File: config.mk
export PLATFORM = sky130hd
export DESIGN_NAME = usb_rx_bit_decoder
export DESIGN_NICKNAME = d
export VERILOG_FILES = /design/src/rtl/usb_rx_pkg.sv /design/src/rtl/usb_rx_bit_timer.sv /design/src/rtl/usb_rx_bit_decoder.sv
export SDC_FILE = /design/constraint.sdc
export NUM_CORES = 1
export LEC_CHECK = 0
export CAP_MARGIN = 40
export CORE_UTILIZATION = 25
export DETAILED_ROUTE_END_ITERATION = 8
export HOLD_SLACK_MARGIN = 0.02
export PLACE_DENSITY_LB_ADDON = 0.25
export SLEW_MARGIN = 20
export SYNTH_ARGS = -nofsm -noshare
export SYNTH_HDL_FRONTEND = slang
export SYNTH_HIERARCHICAL = 1
export SYNTH_SLANG_ARGS = --single-unit
File: constraint.sdc
create_clock -name clk -period 2.27 [get_ports clk]
set_input_delay 0.454 -clock clk [delete_from_list [all_inputs] [get_ports clk]]
set_output_delay 0.454 -clock clk [all_outputs]
set_load 0.1 [all_outputs]
File: src/rtl/usb_rx_pkg.sv
// USB full-speed RX bit decoder: shared types and constants.
// Imported by usb_rx_bit_timer and usb_rx_bit_decoder.
package usb_rx_pkg;

    typedef enum logic [1:0] {
        IDLE,
        RECEIVE,
        SE0_1,
        WAIT_EOP
    } rx_state_t;

    localparam int   STUFF_LIMIT = 6;
    localparam logic LEVEL_J     = 1'b1;

endpackage

File: src/rtl/usb_rx_bit_timer.sv
// USB RX bit timer: D+ edge detect and mid-bit sample strobe.
// Any edge outside IDLE resynchronises the bit counter.
module usb_rx_bit_timer
    import usb_rx_pkg::*;
#(
    parameter int CLKS_PER_BIT = 8
) (
    input  logic clk,
    input  logic n_rst,
    input  logic d_plus_sync,
    input  logic idle,
    input  logic start,
    output logic edge_det,
    output logic sample
);

    localparam int CW = $clog2(CLKS_PER_BIT);
    localparam logic [CW-1:0] HALF = CW'(CLKS_PER_BIT / 2);
    localparam logic [CW-1:0] LAST = CW'(CLKS_PER_BIT - 1);

    logic          d_plus_prev;
    logic [CW-1:0] cnt;

    assign edge_det = d_plus_sync != d_plus_prev;

    // A resync edge landing on the sample slot suppresses that sample.
    assign sample = !idle && !edge_det && (cnt == HALF);

    always_ff @(posedge clk or negedge n_rst) begin
        if (!n_rst) begin
            d_plus_prev <= LEVEL_J;
            cnt         <= '0;
        end else begin
            d_plus_prev <= d_plus_sync;
            if (idle && !start)
                cnt <= '0;
            else if (edge_det)
                cnt <= CW'(1);
            else if (cnt == LAST)
                cnt <= '0;
            else
                cnt <= cnt + 1'b1;
        end
    end

endmodule

File: src/rtl/usb_rx_bit_decoder.sv
// USB FS RX bit front end: NRZI decode, bit unstuffing, EOP detect.
// Define USB_RX_STUFF_CHK_EN to flag a stuff bit that decodes as 1.
module usb_rx_bit_decoder
    import usb_rx_pkg::*;
#(
    parameter int CLKS_PER_BIT = 8
) (
    input  logic clk,
    input  logic n_rst,
    input  logic d_plus_sync,
    input  logic d_minus_sync,
    output logic rx_bit,
    output logic bit_valid,
    output logic eop,
    output logic rx_err,
    output logic rx_active
);

    localparam int OW = $clog2(STUFF_LIMIT + 1);
    localparam logic [OW-1:0] STUFF_MAX = OW'(STUFF_LIMIT);

    rx_state_t     state;
    logic          edge_det;
    logic          sample;
    logic          start;
    logic          se0;
    logic          dbit;
    logic          last_level;
    logic          se0_seen;
    logic [OW-1:0] ones;

    assign se0   = !d_plus_sync && !d_minus_sync;
    assign start = (state == IDLE) && edge_det && !d_plus_sync && !se0;
    assign dbit  = d_plus_sync == last_level;

    usb_rx_bit_timer #(
        .CLKS_PER_BIT(CLKS_PER_BIT)
    ) u_timer (
        .clk        (clk),
        .n_rst      (n_rst),
        .d_plus_sync(d_plus_sync),
        .idle       (state == IDLE),
        .start      (start),
        .edge_det   (edge_det),
        .sample     (sample)
    );

    always_ff @(posedge clk or negedge n_rst) begin
        if (!n_rst) begin
            state      <= IDLE;
            rx_bit     <= 1'b0;
            bit_valid  <= 1'b0;
            eop        <= 1'b0;
            rx_err     <= 1'b0;
            rx_active  <= 1'b0;
            last_level <= LEVEL_J;
            se0_seen   <= 1'b0;
            ones       <= '0;
        end else begin
            bit_valid <= 1'b0;
            eop       <= 1'b0;
            rx_err    <= 1'b0;
            unique case (state)
                IDLE: begin
                    if (start) begin
                        state     <= RECEIVE;
                        rx_active <= 1'b1;
                    end
                end
                RECEIVE: begin
                    if (sample && se0) begin
                        state <= SE0_1;
                    end else if (sample) begin
                        last_level <= d_plus_sync;
                        if (ones == STUFF_MAX) begin
                            ones <= '0;
`ifdef USB_RX_STUFF_CHK_EN
                            if (dbit) begin
                                rx_err   <= 1'b1;
                                se0_seen <= 1'b0;
                                state    <= WAIT_EOP;
                            end
`endif
                        end else begin
                            bit_valid <= 1'b1;
                            rx_bit    <= dbit;
                            ones      <= dbit ? ones + 1'b1 : '0;
                        end
                    end
                end
                SE0_1: begin
                    if (sample && se0) begin
                        eop        <= 1'b1;
                        rx_active  <= 1'b0;
                        last_level <= LEVEL_J;
                        ones       <= '0;
                        state      <= IDLE;
                    end else if (sample) begin
                        rx_err     <= 1'b1;
                        last_level <= d_plus_sync;
                        se0_seen   <= 1'b0;
                        state      <= WAIT_EOP;
                    end
                end
                WAIT_EOP: begin
                    // Only two back-to-back SE0 samples close a broken packet.
                    if (sample && !se0) begin
                        se0_seen   <= 1'b0;
                        last_level <= d_plus_sync;
                    end else if (sample && se0_seen) begin
                        eop        <= 1'b1;
                        rx_active  <= 1'b0;
                        last_level <= LEVEL_J;
                        ones       <= '0;
                        se0_seen   <= 1'b0;
                        state      <= IDLE;
                    end else if (sample) begin
                        se0_seen <= 1'b1;
                    end
                end
            endcase
        end
    end

endmodule

* After elaboration in Yosys (flattened, before gate mapping) *
Cells that the tools add are included.

storage, ports and cells
  register bits = 16
  input bits = 4
  output and inout port bits = 5
  word-level logic and storage cells = 107

cells by class
  $add $sub $neg = 2
  equal/unequal tests = 20
  muxes and demuxes = 46
  bitwise logic cells = 2
  reductions and logical operators = 26

operators with widths
  kind                                                              count
  3-bit 2-to-1 mux                                                  10
  1-bit 2-to-1 mux                                                  24
  2-bit inequality test (second input constant)                     9
  2-bit 2-to-1 mux                                                  6
  1-bit logical AND                                                 10
  5-bit AND reduction                                               2
  3-bit == test (second input constant)                             3
  3-bit one-hot mux with 3 select lines                             1
  2-bit one-hot mux with 4 select lines                             1
  4-bit AND reduction                                               2
  3-bit by 1-bit adder with 3-bit output (second input constant)    2
  1-bit zero test                                                   6
  3-bit inequality test (second input constant)                     2
  1-bit one-hot mux with 3 select lines                             2
  6-bit AND reduction                                               1
  3-bit nonzero test                                                2
  2-bit == test (second input constant)                             2
  4-bit inequality test (second input constant)                     1
  1-bit one-hot mux with 2 select lines                             2
  3-bit AND reduction                                               1
  2-bit by 1-bit == test with 1-bit output (second input constant)  1
  2-bit zero test                                                   1
  1-bit NOT                                                         2
  2-bit nonzero test                                                1
  2 further kinds                                                   2

* Longest topological paths before layout *
  depth in word-level cells = 8
  mapped depth = 9
  gate-level depth less buffers = 8

* Cells and area by module *
Netlist, hierarchy kept.

modules (own cells, without submodules)
  module              times used  cells each  area an instance (um^2)  sequential area each (um^2)
  usb_rx_bit_decoder  1           79          762.0                    301.5
  usb_rx_bit_timer    1           17          206.4                    101.3

* Worst setup path before layout *
No wires, ideal clock.

  kind = register -> register
  start = register state[0]
  end = register ones[0]
  setup time = 0.128 ns
  arrival time = 1.888 ns
  data required time = 2.142 ns
  slack = 0.255 ns
  stages on the path, launching flop included = 8
  path buffers = 0
  clock period less this slack = 2.015 ns
  path through = dfrtp_1 -> inv_1 -> ha_1 -> nor3_1 -> or3b_4 -> nand2_2 -> nand4_2 -> mux2_1

on the way
  cells in the longest elaborated chain, start to end = 7
  elaborated cells on any way between the ends = 18
  classes of those cells = eq/ne (8); mux (1); reduce/logical (9)

RTL lines
  what                                  line                      text
  start, declared                       usb_rx_bit_decoder.sv:22  rx_state_t state;
  start signal, assigned                usb_rx_bit_decoder.sv:50  state <= IDLE;
  start signal, assigned                usb_rx_bit_decoder.sv:66  state <= RECEIVE;
  start signal, assigned                usb_rx_bit_decoder.sv:72  state <= SE0_1;
  2-bit zero test *                     usb_rx_bit_decoder.sv:42  .idle (state == IDLE),
  1-bit zero test *                     usb_rx_bit_timer.sv:27    assign sample = !idle && !edge_det && (cnt == HALF);
  1-bit logical AND * (2 in a row)      usb_rx_bit_timer.sv:27
  via sample                            usb_rx_bit_decoder.sv:24  logic sample;
  1-bit logical AND (on tied branches)  n/a
  2-bit inequality test (no line)       n/a
  6-bit AND reduction (no line) *       n/a
  end signal, assigned                  usb_rx_bit_decoder.sv:87  ones <= dbit ? ones + 1'b1 : '0;
  end, declared                         usb_rx_bit_decoder.sv:30  logic [OW-1:0] ones;

Mark *: on every way through the listed nets, which the timed path passes. The rest lies on a longest branch.
A chain may end at the register's enable or synchronous reset.

* Worst setup path after layout *
  start = input d_plus_sync
  end = register ones[0]

on the way
  cells in the longest elaborated chain, start to end = 7
  elaborated cells on any way between the ends = 22
  classes of those cells = eq/ne (7); mux (5); reduce/logical (10)

RTL lines
  what                                  line                      text
  start, declared                       usb_rx_bit_decoder.sv:10  input logic d_plus_sync,
  1-bit inequality test *               usb_rx_bit_timer.sv:24    assign edge_det = d_plus_sync != d_plus_prev;
  via edge_det                          usb_rx_bit_decoder.sv:23  logic edge_det;
  1-bit zero test *                     usb_rx_bit_timer.sv:27
  1-bit logical AND * (2 in a row)      usb_rx_bit_timer.sv:27
  via sample                            usb_rx_bit_decoder.sv:24
  1-bit logical AND (on tied branches)  n/a
  2-bit inequality test (no line)       n/a
  6-bit AND reduction (no line) *       n/a

Mark *: on every way through the listed nets, which the timed path passes. The rest lies on a longest branch. The select of a mux whose other input is x is not followed.

==> impl_metrics.env <==
export IMPL_status="complete, no violations"
export IMPL_antenna_found_initial=0
export IMPL_route_met2_wl_um=943
export IMPL_fin_crit_sh_pct=92.8
export IMPL_drt_iter0_markers=23
export IMPL_wl_per_cell_um=11.6
export IMPL_clock_root_buffer="clkbuf_8"
export IMPL_rsz0062_at_grt="no"
export IMPL_r2r_slack_ns=0.21
export IMPL_finalHoldViolCount=0
export IMPL_slew_viol_final=0
export IMPL_post_place_ws_ns=-0.166
export IMPL_critPathKind="primary input to flop"
export IMPL_syn_nets=110
export IMPL_cell_internal_pwr_mw=0.882
export IMPL_stdcell_count=164
export IMPL_postRouteAntennaNets=0
export IMPL_worst_pin_slew_ns=0.392
export IMPL_die_w_um=64.2
export IMPL_drc=0
export IMPL_routed_top_layer="met4"
export IMPL_ys_warn_count=6
export IMPL_rr_endpoint="ones[0]"
export IMPL_clock_fmax_ghz=0.475
export IMPL_switching_share_pct=42.6
export IMPL_pwr_share_comb_pct=53.7
export IMPL_largest_registers="ones: 3 flops, u_timer/cnt: 3 flops, state: 2 flops"
export IMPL_syn_cell_area_um2=968
export IMPL_rows=22
export IMPL_dieArea_um2=4130
export IMPL_setup_viol=0
export IMPL_reg2regPathDepth=7
export IMPL_crit_path_end_kind="flop"
export IMPL_timing_final_ws_setup_ns=0.164
export IMPL_syn_inst=96
export IMPL_diodes=0
export IMPL_powerDensity_nw_per_um2=1260
export IMPL_cap_violations=0
export IMPL_final_cell_area_um2=1220
export IMPL_switching_power_mw=0.654
export IMPL_grt_overflow_total=0
export IMPL_clockBufferDepth=2
export IMPL_avgSynthCellArea_um2=10.1
export IMPL_path_delay_family="simple AND/OR/NAND/NOR gates"
export IMPL_slowest_delay_ns=0.46
export IMPL_layout_min_cycle_time_ns=2.11
export IMPL_ir_drop_mv=0.669
export IMPL_finalPower_mw=1.54
export IMPL_synth_edff_count=0
export IMPL_initial_core_util_pct=26.3
export IMPL_via_count=738
export IMPL_grt_pass1_wl_um=3240
export IMPL_seq_area_frac_synth_pct=41.6
export IMPL_startpoint_type="primary input"
export IMPL_synth_cell_types=36
export IMPL_synth_ff_type="dfrtp_1"
export IMPL_worst_path_buf_inv=1
export IMPL_wl_met1_um=892
export IMPL_slew_headroom_pct=73.8
export IMPL_cts_buffers=3
export IMPL_rr_startpoint="state[0]"
export IMPL_clk_pin_slew_ns=0.07
export IMPL_nFillCells=398
export IMPL_port_buffers=8
export IMPL_final_nets=131
export IMPL_ctsHoldBuffers=0
export IMPL_wirelength_um=1900
export IMPL_grt_pass1_vias=737
export IMPL_place_gp_congestion=0.708
export IMPL_grt_max_degree=17
export IMPL_p_seq_share_pct=29.6
export IMPL_cts_setup_buffers=0
export IMPL_tritoncts="yes"
export IMPL_cts_sinks=16
export IMPL_ios=9
export IMPL_core_area_um2=3690
export IMPL_cellLeakagePower_nw=0.572
export IMPL_synth_async_sr_flop_share_pct=100
export IMPL_drive_above_1_share_pct=25.0
export IMPL_area_growth_pct=26.2
export IMPL_cts_resized=0
export IMPL_hp_class="primary input to async pin"
export IMPL_post_route_util_pct=33.1
export IMPL_clkLatencyLatePin_ns=0.25
export IMPL_finClkSkew_ns=0.00469
export IMPL_placedCellCount=160
export IMPL_crit_chain="clkdlybuf4s50_1, xor2_2, nor3_2, or3b_4, nand2_2, nand4_2, mux2_1"
export IMPL_postPlaceCellArea_um2=1160
export IMPL_track_usage_pct=10.2
export IMPL_worstPathMaxFanout=3
export IMPL_firstDrtPassIters=4
export IMPL_via_per_inst=4.50
export IMPL_synth_seq_cells=16
export IMPL_cp_arrival_ns=2.24
export IMPL_clkPwrFrac_pct=16.8
export IMPL_required_ns=2.40
export IMPL_cp_slowest_cell="clkdlybuf4s50_1"
export IMPL_hpwlAfterDp_um=1490
export IMPL_wl_met3_um=52
export IMPL_die_h_um=64.2
export IMPL_htreeDepth=1
metrics by stage:
stage,setup TNS (ns),hold slack [ns]
finish,0,0.518
detailed placement,-0.607,0.512
global placement,-0.610,0.493
floorplan,0,0.158
CTS,0,0.524
global route,0,0.536
kinds of logic (layout without fill, tap and decap cells):
| group | Yosys count | after routing | synth area share (%) |
|---|---|---|---|
| and+or+nand+nor | 33 | 33 | 19.8 |
| xor gates and xnor gates | 2 | 2 | 2.58 |
| adders and majority gates | 10 | 10 | 12.9 |
| DFF | 16 | 16 | 41.6 |
| AOI/OAI and AO/OA | 20 | 20 | 13.4 |
| buffers and inverters | 10 | 30 | 4.00 |
| muxes | 5 | 5 | 5.68 |
worst max path at each step:
stage               cells after the start        start       end
detailed placement                      7  d_plus_sync   ones[0]
floorplan                               7     state[0]   ones[0]
finish                                  7  d_plus_sync   ones[0]
CTS                                     7  d_plus_sync   ones[0]
global placement                        8  d_plus_sync  state[1]
global route                            8  d_plus_sync  state[1]
worst reg2reg max path: cells and delay by family (launching register included):
kind,cells,cell delay [ns]
adders and majority gates,1,0.24
buffers and inverters,1,0.11
DFF,1,0.42
muxes,1,0.34
and+or+nand+nor,4,0.83
synthesized netlist by cell type (2+ instances only):
master,count,share of area [%]
nand2_1,5,1.9
nor3b_1,2,1.5
dfstp_2,2,5.4
mux2_2,2,2.3
ha_1,10,13
inv_1,8,3.1
mux2_1,2,2.3
dfrtp_1,14,36
nor2_1,7,2.7
nor3_1,3,1.5
a22oi_1,2,1.5
a21oi_1,3,1.5
nor2b_1,5,3.2
o21ai_0,5,2.6
a31oi_1,3,1.9
nand3_1,3,1.5
metal layers:
metal,vias to the layer above,GRT usage [%]
met2,7,16.6
met4,0,4.17
met3,2,2.14
li1,373,-
met5,-,0
met1,356,12.9
final cells by class:
class | count | area, µm² | area share (%)
Timing Repair Buffer | 18 | 143 | 11.7
Clock buffer | 4 | 55.1 | 4.50
Tap cell | 48 | 60.1 | 4.91
Multi-Input combinational cell | 70 | 532 | 43.5
Inverter | 8 | 30.0 | 2.46
Sequential cell | 16 | 403 | 33.0
placed cells by master, fill, tap and decap left out, drive strengths merged:
master,n
a21o,1
a21oi,3
a22o,1
a22oi,2
a31oi,3
a32oi,1
and3,1
and4,1
buf,15
clkbuf,4
clkdlybuf4s50,3
dfrtp,14
dfstp,2
ha,10
inv,8
mux2,4
mux2i,1
nand2,6
nand3,3
nand3b,1
nand4,1
nand4bb,1
nor2,7
nor2b,5
nor3,3
nor3b,2
o21ai,6
o21ba,1
o21bai,1
o2bb2ai,1
or2,1
or3b,1
xnor2,1
xor2,1
power groups by stage:
stage          combinational, mW  clock (mW)  sequential (mW)
2_1_floorplan              0.475           0            0.565
3_3_place_gp               0.812           0            0.453
3_5_place_dp               0.828           0            0.462
4_1_cts                    0.833       0.272            0.456
5_1_grt                    0.920       0.282            0.469
6_report                   0.824       0.257            0.454
(Power assumes the default switching activity.)
